### src/rtl/ps2_pkg.sv
// Shared PS/2 definitions used by the host transmitter and the receiver.
// Holds the transmitter state encoding, frame length, parameter defaults
// and the odd-parity helper.
package ps2_pkg;

  typedef enum logic [2:0] {
    S_IDLE,
    S_RTS,
    S_START,
    S_SHIFT,
    S_ACK,
    S_WAIT_REL,
    S_DONE
  } tx_state_e;

  // Data bits 0..7, parity, stop.
  localparam int unsigned FRAME_LEN = 10;

  localparam int unsigned INHIBIT_CYCLES_DEF = 12000;
  localparam int unsigned TIMEOUT_CYCLES_DEF = 2000000;
  localparam int unsigned FILTER_LEN_DEF     = 8;

  function automatic logic odd_parity(input logic [7:0] d);
    return ~^d;
  endfunction

endpackage

### src/rtl/ps2_line_filter.sv
// PS/2 line conditioning: 2-FF synchronisers on clock and data, a
// FILTER_LEN-sample agreement filter on the clock, and a falling-edge tick.
// Ports:
//   clk, rst      system clock, synchronous active-high reset
//   ps2c_i        raw PS2 clock line (asynchronous)
//   ps2d_i        raw PS2 data line (asynchronous)
//   clk_filt_o    filtered PS2 clock level
//   dat_sync_o    synchronised PS2 data level
//   fall_tick_o   one-cycle pulse the cycle after clk_filt_o goes 1->0
module ps2_line_filter
  import ps2_pkg::*;
#(
  parameter int unsigned FILTER_LEN = FILTER_LEN_DEF
) (
  input  logic clk,
  input  logic rst,
  input  logic ps2c_i,
  input  logic ps2d_i,
  output logic clk_filt_o,
  output logic dat_sync_o,
  output logic fall_tick_o
);

  localparam int unsigned CW = (FILTER_LEN > 1) ? $clog2(FILTER_LEN) : 1;

  logic [1:0]    csync_q, dsync_q;
  logic          filt_q, filt_d;
  logic [CW-1:0] cnt_q, cnt_d;
  logic          fall_q;

  // Filtered level flips only after FILTER_LEN consecutive disagreeing samples.
  always_comb begin
    filt_d = filt_q;
    cnt_d  = '0;
    if (csync_q[1] != filt_q) begin
      if (cnt_q == CW'(FILTER_LEN - 1)) begin
        filt_d = csync_q[1];
      end else begin
        cnt_d = cnt_q + CW'(1);
      end
    end
  end

  // Idle PS/2 lines are high, so reset to 1 to avoid a spurious edge.
  always_ff @(posedge clk) begin
    if (rst) begin
      csync_q <= '1;
      dsync_q <= '1;
      filt_q  <= 1'b1;
      cnt_q   <= '0;
      fall_q  <= 1'b0;
    end else begin
      csync_q <= {csync_q[0], ps2c_i};
      dsync_q <= {dsync_q[0], ps2d_i};
      filt_q  <= filt_d;
      cnt_q   <= cnt_d;
      fall_q  <= filt_q & ~filt_d;
    end
  end

  assign clk_filt_o  = filt_q;
  assign dat_sync_o  = dsync_q[1];
  assign fall_tick_o = fall_q;

endmodule

### src/rtl/ps2_host_tx.sv
// Host-to-device PS/2 transmitter: request-to-send, 10-bit frame shift on
// device falling edges, acknowledge sampling and line-release wait, with a
// timeout on every device-driven wait.
// Ports:
//   clk, rst      system clock, synchronous active-high reset
//   tx_start      one-cycle send request (accepted only when idle)
//   tx_data       command byte, latched on accept
//   ps2c_in       raw PS2 clock line;  ps2d_in  raw PS2 data line
//   ps2c_oe       1 pulls PS2 clock low; ps2d_oe  1 pulls PS2 data low
//   tx_busy       high from accept through the done tick
//   tx_done_tick  one-cycle end-of-transaction pulse
//   tx_err        NACK or timeout, valid on done and held until next accept
module ps2_host_tx
  import ps2_pkg::*;
#(
  parameter int unsigned INHIBIT_CYCLES = INHIBIT_CYCLES_DEF,
  parameter int unsigned TIMEOUT_CYCLES = TIMEOUT_CYCLES_DEF,
  parameter int unsigned FILTER_LEN     = FILTER_LEN_DEF
) (
  input  logic       clk,
  input  logic       rst,
  input  logic       tx_start,
  input  logic [7:0] tx_data,
  input  logic       ps2c_in,
  input  logic       ps2d_in,
  output logic       ps2c_oe,
  output logic       ps2d_oe,
  output logic       tx_busy,
  output logic       tx_done_tick,
  output logic       tx_err
);

  localparam int unsigned TMAX = (INHIBIT_CYCLES > TIMEOUT_CYCLES) ? INHIBIT_CYCLES : TIMEOUT_CYCLES;
  localparam int unsigned TW   = $clog2(TMAX + 1);

  tx_state_e               state_q, state_d;
  logic [FRAME_LEN-1:0]    frame_q, frame_d;
  logic [3:0]              bitcnt_q, bitcnt_d;
  logic [TW-1:0]           timer_q, timer_d;
  logic                    ps2c_oe_q, ps2c_oe_d;
  logic                    ps2d_oe_q, ps2d_oe_d;
  logic                    nack_q, nack_d;
  logic                    err_q, err_d;

  logic clk_filt, dat_sync, fall_tick;
  logic timed_out;

  ps2_line_filter #(
    .FILTER_LEN (FILTER_LEN)
  ) u_filter (
    .clk         (clk),
    .rst         (rst),
    .ps2c_i      (ps2c_in),
    .ps2d_i      (ps2d_in),
    .clk_filt_o  (clk_filt),
    .dat_sync_o  (dat_sync),
    .fall_tick_o (fall_tick)
  );

  assign timed_out = (timer_q == TW'(TIMEOUT_CYCLES - 1));

  // Line enables are registered from the next state so the open-drain
  // outputs never glitch on state decode.
  always_comb begin
    state_d   = state_q;
    frame_d   = frame_q;
    bitcnt_d  = bitcnt_q;
    timer_d   = timer_q;
    ps2c_oe_d = ps2c_oe_q;
    ps2d_oe_d = ps2d_oe_q;
    nack_d    = nack_q;
    err_d     = err_q;

    unique case (state_q)
      S_IDLE: begin
        ps2c_oe_d = 1'b0;
        ps2d_oe_d = 1'b0;
        if (tx_start) begin
          state_d   = S_RTS;
          frame_d   = {1'b1, odd_parity(tx_data), tx_data};
          bitcnt_d  = '0;
          timer_d   = '0;
          nack_d    = 1'b0;
          err_d     = 1'b0;
          ps2c_oe_d = 1'b1;
        end
      end

      S_RTS: begin
        ps2c_oe_d = 1'b1;
        if (timer_q == TW'(INHIBIT_CYCLES - 1)) begin
          state_d   = S_START;
          timer_d   = '0;
          ps2d_oe_d = 1'b1;
        end else begin
          timer_d = timer_q + TW'(1);
        end
      end

      S_START: begin
        state_d   = S_SHIFT;
        timer_d   = '0;
        ps2c_oe_d = 1'b0;
        ps2d_oe_d = 1'b1;
      end

      S_SHIFT: begin
        if (fall_tick) begin
          ps2d_oe_d = ~frame_q[0];
          frame_d   = {1'b0, frame_q[FRAME_LEN-1:1]};
          bitcnt_d  = bitcnt_q + 4'd1;
          timer_d   = '0;
          if (bitcnt_q == 4'(FRAME_LEN - 1)) begin
            state_d = S_ACK;
          end
        end else if (timed_out) begin
          state_d   = S_DONE;
          ps2d_oe_d = 1'b0;
          err_d     = 1'b1;
        end else begin
          timer_d = timer_q + TW'(1);
        end
      end

      S_ACK: begin
        ps2d_oe_d = 1'b0;
        if (fall_tick) begin
          nack_d  = dat_sync;
          timer_d = '0;
          state_d = S_WAIT_REL;
        end else if (timed_out) begin
          state_d = S_DONE;
          err_d   = 1'b1;
        end else begin
          timer_d = timer_q + TW'(1);
        end
      end

      S_WAIT_REL: begin
        if (clk_filt && dat_sync) begin
          state_d = S_DONE;
          err_d   = nack_q;
        end else if (timed_out) begin
          state_d = S_DONE;
          err_d   = 1'b1;
        end else begin
          timer_d = timer_q + TW'(1);
        end
      end

      S_DONE: begin
        state_d   = S_IDLE;
        ps2c_oe_d = 1'b0;
        ps2d_oe_d = 1'b0;
      end

      default: begin
        state_d   = S_IDLE;
        ps2c_oe_d = 1'b0;
        ps2d_oe_d = 1'b0;
      end
    endcase
  end

  always_ff @(posedge clk) begin
    if (rst) begin
      state_q   <= S_IDLE;
      frame_q   <= '0;
      bitcnt_q  <= '0;
      timer_q   <= '0;
      ps2c_oe_q <= 1'b0;
      ps2d_oe_q <= 1'b0;
      nack_q    <= 1'b0;
      err_q     <= 1'b0;
    end else begin
      state_q   <= state_d;
      frame_q   <= frame_d;
      bitcnt_q  <= bitcnt_d;
      timer_q   <= timer_d;
      ps2c_oe_q <= ps2c_oe_d;
      ps2d_oe_q <= ps2d_oe_d;
      nack_q    <= nack_d;
      err_q     <= err_d;
    end
  end

  assign ps2c_oe      = ps2c_oe_q;
  assign ps2d_oe      = ps2d_oe_q;
  assign tx_busy      = (state_q != S_IDLE);
  assign tx_done_tick = (state_q == S_DONE);
  assign tx_err       = err_q;

endmodule

### config.mk
export PLATFORM = sky130hd
export DESIGN_NAME = ps2_host_tx
export DESIGN_NICKNAME = d
export VERILOG_FILES = /design/src/rtl/ps2_pkg.sv /design/src/rtl/ps2_line_filter.sv /design/src/rtl/ps2_host_tx.sv
export SDC_FILE = /design/constraint.sdc
export NUM_CORES = 1
export LEC_CHECK = 0
export ABC_AREA = 1
export ABC_CLOCK_PERIOD_IN_PS = 2210
export CAP_MARGIN = 20
export CORE_UTILIZATION = 39
export CTS_BUF_LIST = sky130_fd_sc_hd__clkbuf_4
export DETAILED_ROUTE_END_ITERATION = 10
export DONT_BUFFER_PORTS = 1
export PLACE_DENSITY = 0.62
export SYNTH_ARGS = -nofsm -noshare
export SYNTH_HDL_FRONTEND = slang
export SYNTH_SLANG_ARGS = --single-unit
### constraint.sdc
create_clock -name clk -period 2.21 [get_ports clk]
set_input_delay 0.221 -clock clk [delete_from_list [all_inputs] [get_ports clk]]
set_output_delay 0.221 -clock clk [all_outputs]
set_load 0.05 [all_outputs]
=== Yosys cells after proc, flatten, opt, wreduce, memory -nomap -nowiden ===
Cells that the tools add are included.

* Bits in registers: 51
* Bits of input ports: 13
* Word-level logic and storage cells: 92

* $add $sub $neg: 3
* Equal/unequal tests: 19
* Muxes and demuxes: 35
* Bitwise gates (word level): 5
* Reductions and logical operators: 17

{| class="wikitable"
|+ Operator list
! kind !! count
|-
| $mux W21 || 5
|-
| $pmux W21 S5 || 1
|-
| $add A21 B1 Y21 const B || 1
|-
| $eq A21 B14 Y1 const B || 1
|-
| $eq A21 B21 Y1 const B || 1
|-
| $mux W3 || 7
|-
| $mux W10 || 2
|-
| $pmux W10 S2 || 1
|-
| $pmux W3 S6 || 1
|-
| $reduce_and A3 Y1 || 6
|-
| $eq A3 B3 Y1 const B || 4
|-
| $mux W1 || 11
|-
| $mux W4 || 2
|-
| $ne A2 B2 Y1 const B || 4
|-
| $pmux W4 S2 || 1
|-
| $reduce_xnor A8 Y1 || 1
|-
| $eq A3 B2 Y1 const B || 2
|-
| $pmux W1 S3 || 2
|-
| $reduce_bool A3 Y1 || 2
|-
| $reduce_or A3 Y1 || 2
|-
| $reduce_bool A5 Y1 || 1
|-
| $add A4 B1 Y4 const B || 1
|-
| $eq A4 B4 Y1 const B || 1
|-
| $ne A2 B1 Y1 const B || 2
|-
| other kinds (13) || 17
|}

=== Depth between registers and ports, before layout ===
* Depth after elaboration: 5
* Gate-level depth with buffers: 13
* Mapped depth without buffers: 13

=== Cells and area by module ===
Synthesis repeated with hierarchy kept, for this count alone.

* Cells, all modules: 537
* Area, all modules: 3,447.1 µm²

{| class="wikitable"
|+ By module, submodules not included
! module !! times used !! cells each !! area each (µm²)
|-
| ps2_host_tx || 1 || 507 || 3,145.5
|-
| ps2_line_filter || 1 || 30 || 301.5
|}

=== Worst setup path before layout ===
No wires, ideal clock.

* Path type: reg2reg
* From: register timer_q[0]
* To: register timer_q[18]
* Library setup time: 0.114 ns
* Data arrival time: 1.458 ns
* Path slack: 0.638 ns
* Stages on the path, launching flop included: 13
* Path buffers: 0
* Period minus slack after synthesis: 1.572 ns
* Path through: dfxtp_1 > ha_1 > nand2_1 > inv_1 > nand2_1 > nor2_1 > nand3_2 > nor2_2 > inv_1 > nand2_1 > nand2_1 > a21oi_1 > nor2_1

* Cells in the longest elaborated chain, start to end: 4

{| class="wikitable"
|+ Ends and longest elaborated chain
! item !! line !! source
|-
| start, declared || ps2_host_tx.sv:39 || <nowiki>logic [TW-1:0] timer_q, timer_d;</nowiki>
|-
| start signal, assigned || ps2_host_tx.sv:179 || <nowiki>timer_q <= timer_d;</nowiki>
|-
| $add A21 B1 Y21 or $eq A21 B21 Y1 (tied branches) || -- ||
|-
| $mux W21 || ps2_host_tx.sv:116, ps2_host_tx.sv:131, ps2_host_tx.sv:143 ||
|-
| $mux W21, on equally long branches || ps2_host_tx.sv:140, ps2_host_tx.sv:127 ||
|-
| $pmux W21 S5 * || ps2_host_tx.sv:74 || <nowiki>unique case (state_q)</nowiki>
|}

Mark *: on every way between the ends. The rest lies on a longest branch, timed or not. The select of a mux whose other input is x is not followed.
A chain may end at the register's enable or synchronous reset.

=== Worst setup path after layout ===
* From: register timer_q[1]
* To: register timer_q[14]

Same word-level chain as after synthesis.

==> out/summary.txt <==
Outcome = finished clean
Crit start category = register
Fin area = 3460 um^2
Post-DR wirelength/cell = 12.7 um
Die Ht = 92.6 um
Seq cells post-synth = 51
Synth Flop Type = dfxtp_1
Iteration-0 DRC count of the detailed router = 178
Setup repair bufs after CTS = 0
Flop pwr share = 49.2%
Vias in the first global route = 2955
Minimum clock period = 1930 ps
Post-place setup slack = 340 ps
Max Slew Vio Count = 0
Mapped Cells = 513
DRC = 0
First-pass GRT wire length = 13.7 mm
Total Routing Usage GR = 19.8%
Final setup vio count = 0
Area growth syn-to-layout = 8.01%
IO Pins = 18
Synth Area in Adders = 1.95%
Clock latency on the worst-skew pair = 390 ps
CTS tree = built
Clock root buffer = clkbuf_4
Row cnt = 32
Vias per Instance = 5.10
NetSw = 0.000842 W
Hold Fails Final Rpt = 0
Worst R2R Setup Slack = 280 ps
Clock Path Buffers = 2
Largest net degree at the start of global routing = 24
Count leader, synth = nand2_1
Port Buffers = 0
Sink Count = 51
Seq/Total Area, Yosys = 31.9%
TritonCTS Buffers = 5
Simple-gate share of the synthesized area = 39.1%
Final HPWL DP = 5.63 mm
Worst Hold Class = in2reg
Post-Syn Area per Cell = 6.24 um^2
Die W = 92.6 um
Clock Power Share = 22.0%
Starting Density = 40.8%
Worst EP required = 2510 ps
Setup TNS = 0 ps
Combinational power share = 28.8%
Setup CP Type = reg2reg
CTS Hold Bufs = 11
Max VDD drop = 0.000371 V
MaxCap Viol Count = 0
Combinational family with the most area after synthesis = simple AND/OR/NAND/NOR gates
Multi-input gate area = 1810 um^2
Antenna-violating nets left = 0
Synth unique cells = 38
Post-synth EDFFs = 0
Vias post-DR = 3194
DR pass1 iterations = 5
RSZ-0062 raised after global routing = no
Depth of the CTS H-tree = 2
Sw Ratio = 39.0%
Initial antenna violation count = 0
CTS clk-pin slew, worst paths = 160 ps
Mux cell area share after synthesis = 0%
Mapped Area = 3200 um^2
GPL Wtd Cong = 0.921
# fillers = 857
Area share of the largest cell type after synthesis = 31.9%
Number of diodes = 0
Largest area contributor in the netlist = dfxtp_1
Gr ovfl total = 0
Asr flop ratio synth = 0%
Post-synthesis xor/xnor area fraction = 1.64%
Crit-path max FO = 13
Period utilization = 87.2%
Core Area = 7850 um^2
Warnings from Yosys = 0
Mapped Nets = 531
Fmax = 519 MHz
CTS resizes = 0
Pwr Density = 625 nW/um^2
Relative max-transition margin = 42.0%
Total Wirelength = 7.92 mm
Share of cells above drive strength 1 = 9.35%
Commonest cells post-synth = 143 x nand2_1, 71 x inv_1, 61 x nor2_1
Critical path endpoint category = register
Register area = 1020 um^2
DP Area = 3290 um^2
Worst-Margin Slew = 868 ps
Die area = 8570 um^2
Final #Nets = 541
Final worst slack = 282 ps
Leak Pwr = 1.52 nW
Internal power = 0.00132 W
Clk_skew = 20.6 ps
Compound-cell area share of the yosys netlist = 13.8%
Area contributors post-synth = dfxtp_1 32%, nand2_1 17%, inv_1 8.3%
Crit path DAT = 2230 ps
registers in the layout (all words and copies together), names as in the netlist:
name                  count
bitcnt_q                  4
u_filter.dsync_q          2
state_q                   3
nack_q                    1
timer_q                  21
ps2d_oe                   1
u_filter.csync_q          2
u_filter.cnt_q            3
u_filter.fall_tick_o      1
ps2c_oe                   1
u_filter.clk_filt_o       1
tx_err                    1
frame_q                  10
power by group through the flow:
stage	registers, W	clock network (W)	logic [W]
finish	0.00106	0.000474	0.000622
global route	0.00107	0.000515	0.000703
CTS	0.00106	0.000487	0.000618
detailed placement	0.00108	0	0.000594
global placement	0.00108	0	0.000592
floorplan	0.00107	0	0.000505
metal layers:
metal,GRT usage [%],up-vias,part of all wire (%)
li1,-,1634,-
met1,26.3,1466,47
met2,34.0,86,47
met3,2.71,8,5.4
met4,3.91,0,0.91
met5,0,-,0
area by class of cell:
cell class	count	share of cell area [%]
inverter	78	8.47
timing repair buffer	16	4.27
clock buffer	6	1.30
sequential	51	29.5
clock inverter	2	0.471
tap	102	3.69
multi-input combinational	371	52.3
path summary, 6_finish.rpt:
| kind | cells after the start | start | endpoint |
|---|---|---|---|
| worst min-delay path | 3 | rst | u_filter.cnt_q[1] |
| worst max register to register | 12 | timer_q[1] | timer_q[14] |
| worst min register to register | 1 | u_filter.cnt_q[0] | u_filter.cnt_q[0] |
| worst max-delay path | 12 | timer_q[1] | timer_q[14] |
through the flow:
| step | hold slack (ps) | cells | total power [W] | util (%) |
|---|---|---|---|---|
| floorplan | 325 | 513 | 0.00158 | - |
| CTS | 12.1 | 626 | 0.00217 | 44.1 |
| detailed placement | 296 | 607 | 0.00168 | 41.9 |
| finish | 24.0 | 626 | 0.00216 | 44.1 |
| global placement | 294 | 607 | 0.00167 | 41.9 |
| global route | 32.6 | 626 | 0.00229 | 44.1 |
cell usage in the layout (no fill, tap or decap), types with 2 or more instances in the layout:
| master | synthesis | final |
|---|---|---|
| a21oi_1 | 37 | 37 |
| nand4_1 | 4 | 4 |
| buf_4 | 1 | 5 |
| nor2_4 | 2 | 2 |
| nand2_4 | 2 | 2 |
| nand3_2 | 3 | 3 |
| nor3_1 | 8 | 8 |
| nand2_2 | 8 | 8 |
| ha_1 | 5 | 5 |
| dfxtp_1 | 51 | 51 |
| nand2_1 | 143 | 143 |
| or2_2 | 4 | 4 |
| dlygate4sd3_1 | 0 | 11 |
| nand3_1 | 32 | 32 |
| inv_2 | 7 | 7 |
| o21ai_0 | 27 | 27 |
| xnor2_1 | 5 | 5 |
| inv_1 | 71 | 71 |
| nor2_1 | 61 | 61 |
| clkbuf_4 | 0 | 6 |
| nor2_2 | 5 | 5 |
| nand3b_1 | 2 | 2 |
| a31oi_1 | 9 | 9 |
kinds of logic (layout without fill, tap and decap cells):
| logic type | after synthesis | in the layout |
|---|---|---|
| AO/OA/AOI/OAI | 80 | 80 |
| XOR/XNOR | 6 | 6 |
| adder cells (fa/ha/maj) | 5 | 5 |
| buffers and inverters | 91 | 102 |
| flip-flops | 51 | 51 |
| AND/OR/NAND/NOR | 280 | 280 |
critical path: stages, from the launching register on:
cell     delay, ps
dfxtp_1        390
ha_1           210
nand2_1         60
inv_1           60
nand2_1         90
nor2_2         180
nand3_2        210
nand2_2        140
nand2_4        140
nand2_2        150
o21ai_0        100
nand2_1         60
nor2_1          40
Note: power is estimated with default switching activity, not from simulation.
